===== config.mk =====
export PLATFORM = sky130hd
export DESIGN_NAME = load_store_unit
export DESIGN_NICKNAME = d
export VERILOG_FILES = /design/src/rtl/lsu_pkg.sv /design/src/rtl/lsu_lane_align.sv /design/src/rtl/load_store_unit.sv
export SDC_FILE = /design/constraint.sdc
export NUM_CORES = 1
export LEC_CHECK = 0
export CAP_MARGIN = 25
export CORE_MARGIN = 5
export CORE_UTILIZATION = 52
export CTS_CLUSTER_SIZE = 12
export DETAILED_ROUTE_END_ITERATION = 12
export PLACE_DENSITY_LB_ADDON = 0.12
export SETUP_SLACK_MARGIN = 0.4
export SLEW_MARGIN = 40
export SYNTH_ARGS = -nofsm -noshare
export SYNTH_HDL_FRONTEND = slang
export SYNTH_SLANG_ARGS = --single-unit

===== constraint.sdc =====
create_clock -name clk -period 12.65 [get_ports clk]
set_input_delay 1.265 -clock clk [delete_from_list [all_inputs] [get_ports clk]]
set_output_delay 1.265 -clock clk [all_outputs]
set_load 0.02 [all_outputs]

===== src/rtl/lsu_pkg.sv =====
// Shared encodings for the load/store unit: access sizes, FSM states, alignment check.
package lsu_pkg;

  localparam logic [1:0] SZ_BYTE = 2'b00;
  localparam logic [1:0] SZ_HALF = 2'b01;
  localparam logic [1:0] SZ_WORD = 2'b10;

  typedef enum logic [1:0] {
    IDLE = 2'd0,
    RD   = 2'd1,
    WR   = 2'd2,
    DONE = 2'd3
  } lsu_state_e;

  // Reserved size is folded in here so one call covers every non-range fault.
  function automatic logic align_fault(input logic [1:0] size, input logic [1:0] addr_lo);
    case (size)
      SZ_BYTE: return 1'b0;
      SZ_HALF: return addr_lo[0];
      SZ_WORD: return |addr_lo;
      default: return 1'b1;
    endcase
  endfunction

endpackage


===== src/rtl/lsu_lane_align.sv =====
// Little-endian lane steering: extracts and extends sub-word loads, merges sub-word stores
// into the previously read word.
module lsu_lane_align
  import lsu_pkg::*;
(
  input  logic [1:0]  size_i,
  input  logic [1:0]  addr_i,
  input  logic        signed_i,
  input  logic [31:0] rword_i,
  input  logic [31:0] wdata_i,
  output logic [31:0] load_o,
  output logic [31:0] merge_o
);

  logic [7:0]  byte_w;
  logic [15:0] half_w;

  always_comb begin
    byte_w  = rword_i[{addr_i, 3'b000} +: 8];
    half_w  = rword_i[{addr_i[1], 4'b0000} +: 16];
    load_o  = rword_i;
    merge_o = wdata_i;
    case (size_i)
      SZ_BYTE: begin
        load_o  = {{24{signed_i & byte_w[7]}}, byte_w};
        merge_o = rword_i;
        merge_o[{addr_i, 3'b000} +: 8] = wdata_i[7:0];
      end
      SZ_HALF: begin
        load_o  = {{16{signed_i & half_w[15]}}, half_w};
        merge_o = rword_i;
        merge_o[{addr_i[1], 4'b0000} +: 16] = wdata_i[15:0];
      end
      default: begin
        load_o  = rword_i;
        merge_o = wdata_i;
      end
    endcase
  end

endmodule


===== src/rtl/load_store_unit.sv =====
// Single-outstanding load/store initiator for the word data memory; sub-word stores use
// read-modify-write, faults respond in one cycle without touching memory.
module load_store_unit
  import lsu_pkg::*;
#(
  parameter int DMEM_AW   = 7,
  parameter bit CHECK_OOR = 1'b1
) (
  input  logic        clk,
  input  logic        reset,
  input  logic        req_valid,
  output logic        req_ready,
  input  logic        req_write,
  input  logic [1:0]  req_size,
  input  logic        req_signed,
  input  logic [31:0] req_addr,
  input  logic [31:0] req_wdata,
  output logic        resp_valid,
  output logic [31:0] resp_rdata,
  output logic        resp_err,
  output logic        MemRead,
  output logic        MemWrite,
  output logic [31:0] mem_address,
  output logic [31:0] mem_WriteData,
  input  logic [31:0] ReadData
);

  lsu_state_e  state_q, accept_state_d;
  logic        wr_q, sgn_q, err_q, fault_d;
  logic [1:0]  size_q;
  logic [31:0] addr_q, wdata_q, rbuf_q, rdata_q;
  logic [31:0] align_word, load_val, merge_val;

  assign fault_d = align_fault(req_size, req_addr[1:0])
                 | (CHECK_OOR && (|req_addr[31:DMEM_AW+2]));

  always_comb begin
    accept_state_d = RD;
    if (fault_d) begin
      accept_state_d = DONE;
    end else if (req_write && (req_size == SZ_WORD)) begin
      accept_state_d = WR;
    end
  end

  // During RD the load result is taken straight from ReadData as it is captured.
  assign align_word = (state_q == RD) ? ReadData : rbuf_q;

  lsu_lane_align u_align (
    .size_i   (size_q),
    .addr_i   (addr_q[1:0]),
    .signed_i (sgn_q),
    .rword_i  (align_word),
    .wdata_i  (wdata_q),
    .load_o   (load_val),
    .merge_o  (merge_val)
  );

  always_ff @(posedge clk or posedge reset) begin
    if (reset) begin
      state_q <= IDLE;
      wr_q    <= 1'b0;
      sgn_q   <= 1'b0;
      err_q   <= 1'b0;
      size_q  <= 2'b00;
      addr_q  <= '0;
      wdata_q <= '0;
      rbuf_q  <= '0;
      rdata_q <= '0;
    end else begin
      case (state_q)
        IDLE: begin
          if (req_valid) begin
            wr_q    <= req_write;
            sgn_q   <= req_signed;
            size_q  <= req_size;
            addr_q  <= req_addr;
            wdata_q <= req_wdata;
            err_q   <= fault_d;
            if (fault_d) begin
              rdata_q <= '0;
            end
            state_q <= accept_state_d;
          end
        end
        RD: begin
          rbuf_q <= ReadData;
          if (wr_q) begin
            state_q <= WR;
          end else begin
            rdata_q <= load_val;
            state_q <= DONE;
          end
        end
        WR: begin
          rdata_q <= '0;
          state_q <= DONE;
        end
        default: begin
          state_q <= IDLE;
        end
      endcase
    end
  end

  assign req_ready     = (state_q == IDLE);
  assign resp_valid    = (state_q == DONE);
  assign resp_err      = (state_q == DONE) & err_q;
  assign resp_rdata    = rdata_q;
  assign MemRead       = (state_q == RD);
  assign MemWrite      = (state_q == WR);
  assign mem_address   = {addr_q[31:2], 2'b00};
  assign mem_WriteData = (state_q == WR) ? merge_val : '0;

endmodule

; ---- After elaboration in Yosys (flattened, before gate mapping)
; Index checks and enable logic that the tools add are counted.
; Widths: inputs -> output; s select.
[op_classes]
reduce_logical = 9
shift = 6
n_div = 0
multipliers = 0
n_mux = 16
n_bitwise = 4
eq_ne = 9
add_sub_neg = 2
n_lt_le_gt_ge = 0
[ops]
columns = op, n
row1 = $mux 32, 5
row2 = $pmux 32 s2, 2
row3 = $pmux 32 s3, 1
row4 = $bwmux 32, 2
row5 = $shift 16x7->32 const A, 1
row6 = $shift 8x7->32 const A, 1
row7 = $shiftx 16x7->32, 1
row8 = $shiftx 32x6->16, 1
row9 = $shiftx 32x6->8, 1
row10 = $shiftx 8x7->32, 1
row11 = $reduce_or 23->1, 1
row12 = $neg 5->7, 2
row13 = $eq 2x1->1 const B, 3
row14 = $eq 2x2->1 const B, 3
row15 = $logic_not 2->1, 3
row16 = $mux 2, 3
row17 = $pmux 2 s3, 1
row18 = $ne 2x2->1 const B, 2
row19 = $reduce_and 4->1, 1
row20 = $and 1x1->1, 3
row21 = $pmux 1 s3, 1
row22 = $reduce_bool 3->1, 1
row23 = $ne 2x1->1 const B, 1
row24 = $reduce_and 2->1, 1
row25 = 4 further kinds, 4
[totals]
rom_bits = 0
mem_count = 0
ramBits = 0
latch_bits = 0
ff_bits = 135

; ---- Logic depth before layout (Yosys ltp)
; Gate-level depths: netlist of the first run.
[logic_depth]
ltp_word = 7
ltp_mapped = 10
depth_no_buf = 7

; ---- Hierarchy
; A second synthesis of the first run with hierarchy kept.
[unflattened]
hier_cells = 663
area_unflattened_um2 = 7348.3
[modules_own_cells]
columns = module, n_inst, cells_each, seq_area_each_um2, area_each_um2
row1 = load_store_unit, 1, 395, 3378.2, 5665.4
row2 = lsu_lane_align, 1, 268, 0.0, 1682.9

; ---- Worst setup path before layout of the first run
; Ideal clock, no wire load.
[synth_timing]
path_type = reg-to-output
startpoint = register addr_q[1]
endpoint = output mem_WriteData[7]
setup_slack_ns = 8.813
arrival_ns = 2.572
t_required_ns = 11.385
n_path_buf = 2
stages_incl_launch_ff = 8
cell_sequence = dfrtp_1 > buf_6 > inv_2 > buf_2 > ha_1 > nor3b_1 > o21ai_0 > a221oi_1
[synth_via]
elab_chain_len = 5
[synth_rtl]
columns = item, line_no
row1 = start: declaration, load_store_unit.sv:31  ; logic [31:0] addr_q, wdata_q, rbuf_q, rdata_q;
row2 = start signal: assignment, load_store_unit.sv:77  ; addr_q <= req_addr;
row3 = "$neg 5->7, on equally long branches", "lsu_lane_align.sv:32, lsu_lane_align.sv:27"
row4 = $shiftx 16x7->32 (tied with other cells), lsu_lane_align.sv:32  ; merge_o[{addr_i[1], 4'b0000} +: 16] = wdata_i[15:0];
row5 = "$bwmux 32, on equally long branches", "lsu_lane_align.sv:32, lsu_lane_align.sv:27"
row6 = $pmux 32 s2 *, lsu_lane_align.sv:23  ; case (size_i)
row7 = $mux 32 *, load_store_unit.sv:113  ; assign mem_WriteData = (state_q == WR) ? merge_val : '0;
row8 = end: declaration, load_store_unit.sv:24  ; output logic [31:0] mem_WriteData,
; Every way passes the cells marked *; elsewhere a longest branch is shown, timed or not.

; ---- Final worst setup path of the first run
[layout_timing]
startpoint = register addr_q[1]
endpoint = output mem_WriteData[29]
; The elaborated chain is that of the path after synthesis.

==> reports/metrics.cfg, run 1 <==
[flow_run]
drv_cap = 0

[worst_setup_path]
path_cells = inv_2, ha_1, nor4bb_2, a221oi_1, a211oi_1, a21oi_1, nor2_1, clkdlybuf4s50_1
cp.buffers_inverters = 2
crit_slowest_cell = nor4bb_2
startpoint_type = register
rrSetupSlack_ps = 9630
required_ps = 11390
path_class = register to primary output
crit_path_max_fanout = 21
worstRegToRegCells = 8
rr_startpoint = state_q[1]
arrival_ps = 3760
critPathCaptureType = primary output
cpLargestDelayFamily = buffers and inverters
cp_slowest_stage_delay_ps = 700
rr_endpoint = resp_rdata[20]

[sta]
worstMarginPinSlew_ps = 764.6
slew_headroom_pct = 48.30
skew_ps = 5.394
worst_hold_slack_ps = 472.5
rsz0062_at_grt = no
min_period_ps = 5023
finalCritPeriodShare_pct = 39.71
fin_setup_tns_ps = 0
final_hold_viol_count = 0
setup_viol = 0
slew_violations = 0
setup_slack_ps = 7627
fmax_mhz = 199.1

[synth]
synth_area_leaders = dfrtp_1 (48%), mux2_2 (14%), buf_4 (3.4%)
seq_area_frac_synth_pct = 47.54
synth_cell_types = 44
yosysTopAreaCell = dfrtp_1
ys_ff_latch = 135
synthCells = 651
synthSimpleGateAreaFrac_pct = 8.787
synth_top_area_share_pct = 47.54
netlist_area_sq_mm = 0.007106
synth_compound_area_share_pct = 15.11
ys_async_sr_fraction_pct = 100.0
synth_top_family_by_area = multiplexers
syn_area_per_cell_sq_um = 10.91
ys.warnings.count = 0
synth_xor_area_share_pct = 0
synth_edf_count = 0
synth_top_flop_cell = dfrtp_1
muxShareOfSynthArea_pct = 19.77
synth_fa_ha_area_share_pct = 1.585

[hold_path]
whs_path_depth = 2
holdPathEnd = err_q
min-delay-start = err_q
min_path_type = register to register

[floorplanning]
dieArea_sq_mm = 0.01610
coreArea_sq_mm = 0.01330
die_y_um = 126.9
die_w_um = 126.9
ios = 204
start_util_pct = 53.44
num_rows = 42

[place]
pre_cts_ws_ps = 8060
dp_hpwl_mm = 14.95
gp_congestion = 0.9000
numPortBuffers = 201
place_inst = 961
dpl_cell_area_sq_mm = 0.009011

[global_routing]
grt_pass1_wl_mm = 33.40
grt_max_degree = 70
antenna_found_initial = 0
grt_util_all_layers_pct = 26.26
grt_overflow = 0
grt_pass1_vias = 5972

[clock_network]
ctsHoldBuffers = 0
htree_levels = 4
postCtsSetupBuffers = 0
cts_tree = built
cts_resized = 0
clock-sinks = 135
clock_tree.buffer_depth = 2
clkLatencyLatePin_ps = 420
cts_made_buffers = 17
root_buffer = clkbuf_16
path_clk_slew_ps = 60

[final_layout]
multi_input_area_sq_mm = 0.003263
antenna_cells = 0
fillCellCount = 927
finalNetCount = 916
final_core_util_pct = 72.62
area_delta_synth_final_pct = 35.89
final_cell_area_sq_mm = 0.009656
regArea_sq_mm = 0.003379
instances_no_fill = 993
drive_gt1_share_pct = 18.60

[detailed_routing]
wirelength_mm = 20.83
vias_per_cell = 5.919
postRouteAntennaNets = 0
vias = 5878
first_pass_iters = 6
wl_per_cell_um = 20.98
first_iter_violations = 498
drc = 0

[pwr]
pwr_density_cell_mw_per_mm2 = 309.1
power_mw = 2.985
peakVddDrop_mv = 0.1381
power_leakage_nw = 3.948

[run_status]
status = complete, no violations

Yosys cell counts, drive strengths merged, types with 12 or more instances:
library cell,n
inv,22
o31ai,23
a21oi,27
nand2,38
a221oi,18
buf,46
o21ai,27
clkbuf,29
nor2,57
dfrtp,135
mux2,91
nor3,21
o221ai,12
mux2i,20
registers in the layout, indices dropped and copies added (netlist names):
name        flops
rbuf_q         32
state_q         2
size_q          2
addr_q         32
wdata_q        32
err_q           1
wr_q            1
resp_rdata     32
sgn_q           1
per-layer routing:
metal	share of wire [%]	GRT usage [%]
met1	43	37.53
met2	46	40.07
met3	8.4	6.347
met4	2.0	7.571
met5	0	0
worst reg2reg max path: cells and delay by family (launching register included):
| family | cells | cell delay [ps] |
|---|---|---|
| AO/OA/AOI/OAI | 3 | 700 |
| adder cells (fa/ha/maj) | 1 | 170 |
| buffers and inverters | 2 | 590 |
| flip-flops | 1 | 410 |
| multiplexers | 1 | 500 |
| AND/OR/NAND/NOR | 1 | 490 |
worst max-delay path by stage:
stage,cells past startpoint,slack (ps),startpoint,endpoint
2_1_floorplan,1,7770,reset,addr_q[0]
3_3_place_gp,8,7950,addr_q[1],mem_WriteData[29]
3_5_place_dp,7,8060,ReadData[28],mem_WriteData[28]
4_1_cts,8,7640,addr_q[1],mem_WriteData[28]
5_1_grt,8,7420,addr_q[1],mem_WriteData[28]
6_report,8,7630,addr_q[1],mem_WriteData[29]
logic make-up after synthesis:
| family | after synthesis |
|---|---|
| simple gates | 138 |
| other cells | 1 |
| mux | 119 |
| flops | 135 |
| buf+inv | 97 |
| fa+ha+maj | 9 |
| compound gates | 152 |
layout make-up:
cell class | instances | area share (%)
clock buffer | 18 | 4.548
clock inverter | 14 | 2.047
inverter | 22 | 0.9071
multi-input combinational | 420 | 33.80
sequential | 135 | 35.00
tap | 176 | 2.281
timing repair buffer | 208 | 21.42
cell usage in the layout (no fill, tap or decap), types with 6 or more instances in the layout:
| cell | synthesis | final |
|---|---|---|
| clkdlybuf4s50_1 | 0 | 201 |
| dfrtp_1 | 135 | 134 |
| mux2_2 | 91 | 91 |
| nor2_1 | 57 | 56 |
| nand2_1 | 38 | 37 |
| o21ai_0 | 27 | 27 |
| a21oi_1 | 27 | 26 |
| o31ai_1 | 23 | 22 |
| inv_1 | 21 | 20 |
| nor3_1 | 20 | 20 |
| mux2i_1 | 20 | 19 |
| a221oi_1 | 17 | 17 |
| clkbuf_16 | 0 | 17 |
| o221ai_1 | 12 | 12 |
| a211oi_1 | 10 | 10 |
| a22o_1 | 9 | 9 |
| mux4_2 | 8 | 8 |
| ha_1 | 9 | 8 |
| a22oi_1 | 6 | 6 |
| buf_4 | 32 | 6 |
where the power goes:
group	switching [mW]	internal, mW	leakage, nW
registers	0.154	0.653	1.64
clock network	0.192	0.337	0.312
logic	0.912	0.737	1.99
Power figures use the tool's default switching activity.
==> inputs of run 2 (changes only) <==
--- a/config.mk
+++ b/config.mk
@@ -7,7 +7,7 @@
 export LEC_CHECK = 0
 export CAP_MARGIN = 25
 export CORE_MARGIN = 5
-export CORE_UTILIZATION = 52
+export CORE_UTILIZATION = 48
 export CTS_CLUSTER_SIZE = 12
 export DETAILED_ROUTE_END_ITERATION = 12
 export PLACE_DENSITY_LB_ADDON = 0.12
==> constraint.sdc (replaced) <==
create_clock -name clk -period 4.63 [get_ports clk]
set_input_delay 0.463 -clock clk [delete_from_list [all_inputs] [get_ports clk]]
set_output_delay 0.463 -clock clk [all_outputs]
set_load 0.02 [all_outputs]
==> reports/metrics.cfg, run 2 (synthesized netlist as in run 1, its figures left out) <==
[run_status]
status = complete, no violations

[pwr]
peakVddDrop_mv = 0.3548
pwr-share-seq_pct = 27.1
power_leakage_nw = 3.982
combinationalPowerShare_pct = 54.9
clockPowerShare_pct = 18.0
power_mw = 8.227
switching_share_pct = 42.20
power.switching_mw = 3.472
pwr_density_cell_mw_per_mm2 = 848.3
internal_power_mw = 4.755

[final_layout]
multi_input_area_sq_mm = 0.003247
finalNetCount = 921
layout_commonest_cell = clkdlybuf4s50_1
area_delta_synth_final_pct = 36.49
final_core_util_pct = 66.73
fillCellCount = 1144
antenna_cells = 0
instances_no_fill = 1006
final_cell_mix = clkdlybuf4s50_1 (201), dfrtp_1 (134), mux2_2 (91)
regArea_sq_mm = 0.003379
drive_gt1_share_pct = 18.37

[worst_setup_path]
required_ps = 4170
path_class = register to primary output
critPathCaptureType = primary output
startpoint_type = register
arrival_ps = 3470
crit_path_max_fanout = 21

[floorplanning]
ios = 204
die_y_um = 131.7
die_w_um = 131.7
coreArea_sq_mm = 0.01453
num_rows = 44
dieArea_sq_mm = 0.01734
start_util_pct = 48.89

[global_routing]
grt_pass1_vias = 5995
grt_pass1_wl_mm = 34.52
grt_util_all_layers_pct = 24.91
grt_max_degree = 110
antenna_found_initial = 0
grt_overflow = 0

[sta]
rsz0062_at_grt = no
min_period_ps = 3938
final_hold_viol_count = 0
fmax_mhz = 253.9
worstMarginPinSlew_ps = 816.4
slew_violations = 0
slew_headroom_pct = 45.43
finalCritPeriodShare_pct = 85.05
skew_ps = 7.874
setup_viol = 0
setup_slack_ps = 692.1
fin_setup_tns_ps = 0

[clock_network]
clock_tree.buffer_depth = 2
clkLatencyLatePin_ps = 420
htree_levels = 4
root_buffer = clkbuf_16
clock-sinks = 135
path_clk_slew_ps = 60
cts_resized = 0
ctsHoldBuffers = 0
postCtsSetupBuffers = 0
cts_tree = built
cts_made_buffers = 17

[detailed_routing]
wirelength_mm = 21.59
vias = 5867
first_iter_violations = 340
drc = 0
wl_per_cell_um = 21.46
postRouteAntennaNets = 0
vias_per_cell = 5.832
first_pass_iters = 5

[place]
place_inst = 974
dp_hpwl_mm = 16.13
numPortBuffers = 201
pre_cts_ws_ps = 1126
gp_congestion = 0.9759

[hold_path]
min_path_type = register to register

[flow_run]
drv_cap = 0

[run 2: changes by cell type in the layout (fill, tap and decap cells not counted), moves of 2 or more]
cell and change:
clkinv_2 -2, buf_4 +6, clkinv_4 -3, inv_6 +2
[run 2: power groups by stage]
stage	logic [mW]	registers (mW)	clock network, mW
6_report	4.52	2.23	1.48
3_5_place_dp	4.50	2.24	0
2_1_floorplan	2.90	2.22	0
5_1_grt	4.84	2.30	1.55
3_3_place_gp	4.44	2.21	0
4_1_cts	4.51	2.22	1.50
[run 2: worst paths after layout]
kind	start	to	slack, ps	depth (start not counted)
setup / recovery	addr_q[1]	mem_WriteData[10]	690	7
hold / removal	resp_rdata[17]	resp_rdata[17]	470	2
setup reg to reg	state_q[1]	resp_rdata[2]	1570	8
hold reg to reg	resp_rdata[17]	resp_rdata[17]	470	2
max in group asynchronous	reset	rbuf_q[12]	3270	3
min in group asynchronous	reset	wdata_q[0]	500	2
[run 2: cell type report]
type                       instances  area share, %
sequential                       135          34.85
tap                              184          2.374
clock buffer                      20          4.709
clock inverter                    12          1.935
multi-input combinational        420          33.48
timing repair buffer             213          21.67
inverter                          22         0.9805
[run 2: critical path, cell delays in order, from the launching register on]
cell	delay [ps]
dfrtp_1	390
inv_2	400
ha_1	290
inv_1	150
nor4b_2	750
a21oi_1	180
nor3_1	220
clkdlybuf4s50_1	660
[run 2: layer usage]
metal,GRT usage (%),up-vias,routed length [um]
li1,-,2681,-
met1,35.10,2930,9603
met2,38.60,232,10210
met3,6.575,24,1501
met4,6.229,0,279
met5,0,-,0
[run 2: per-stage QoR]
step,area [sq um],hold WS [ps]
detailed placement,9042,466.3
global placement,9040,458.4
CTS,9687,479.7
global route,9698,500.6
floorplan,7109,442.4
finish,9698,475.0
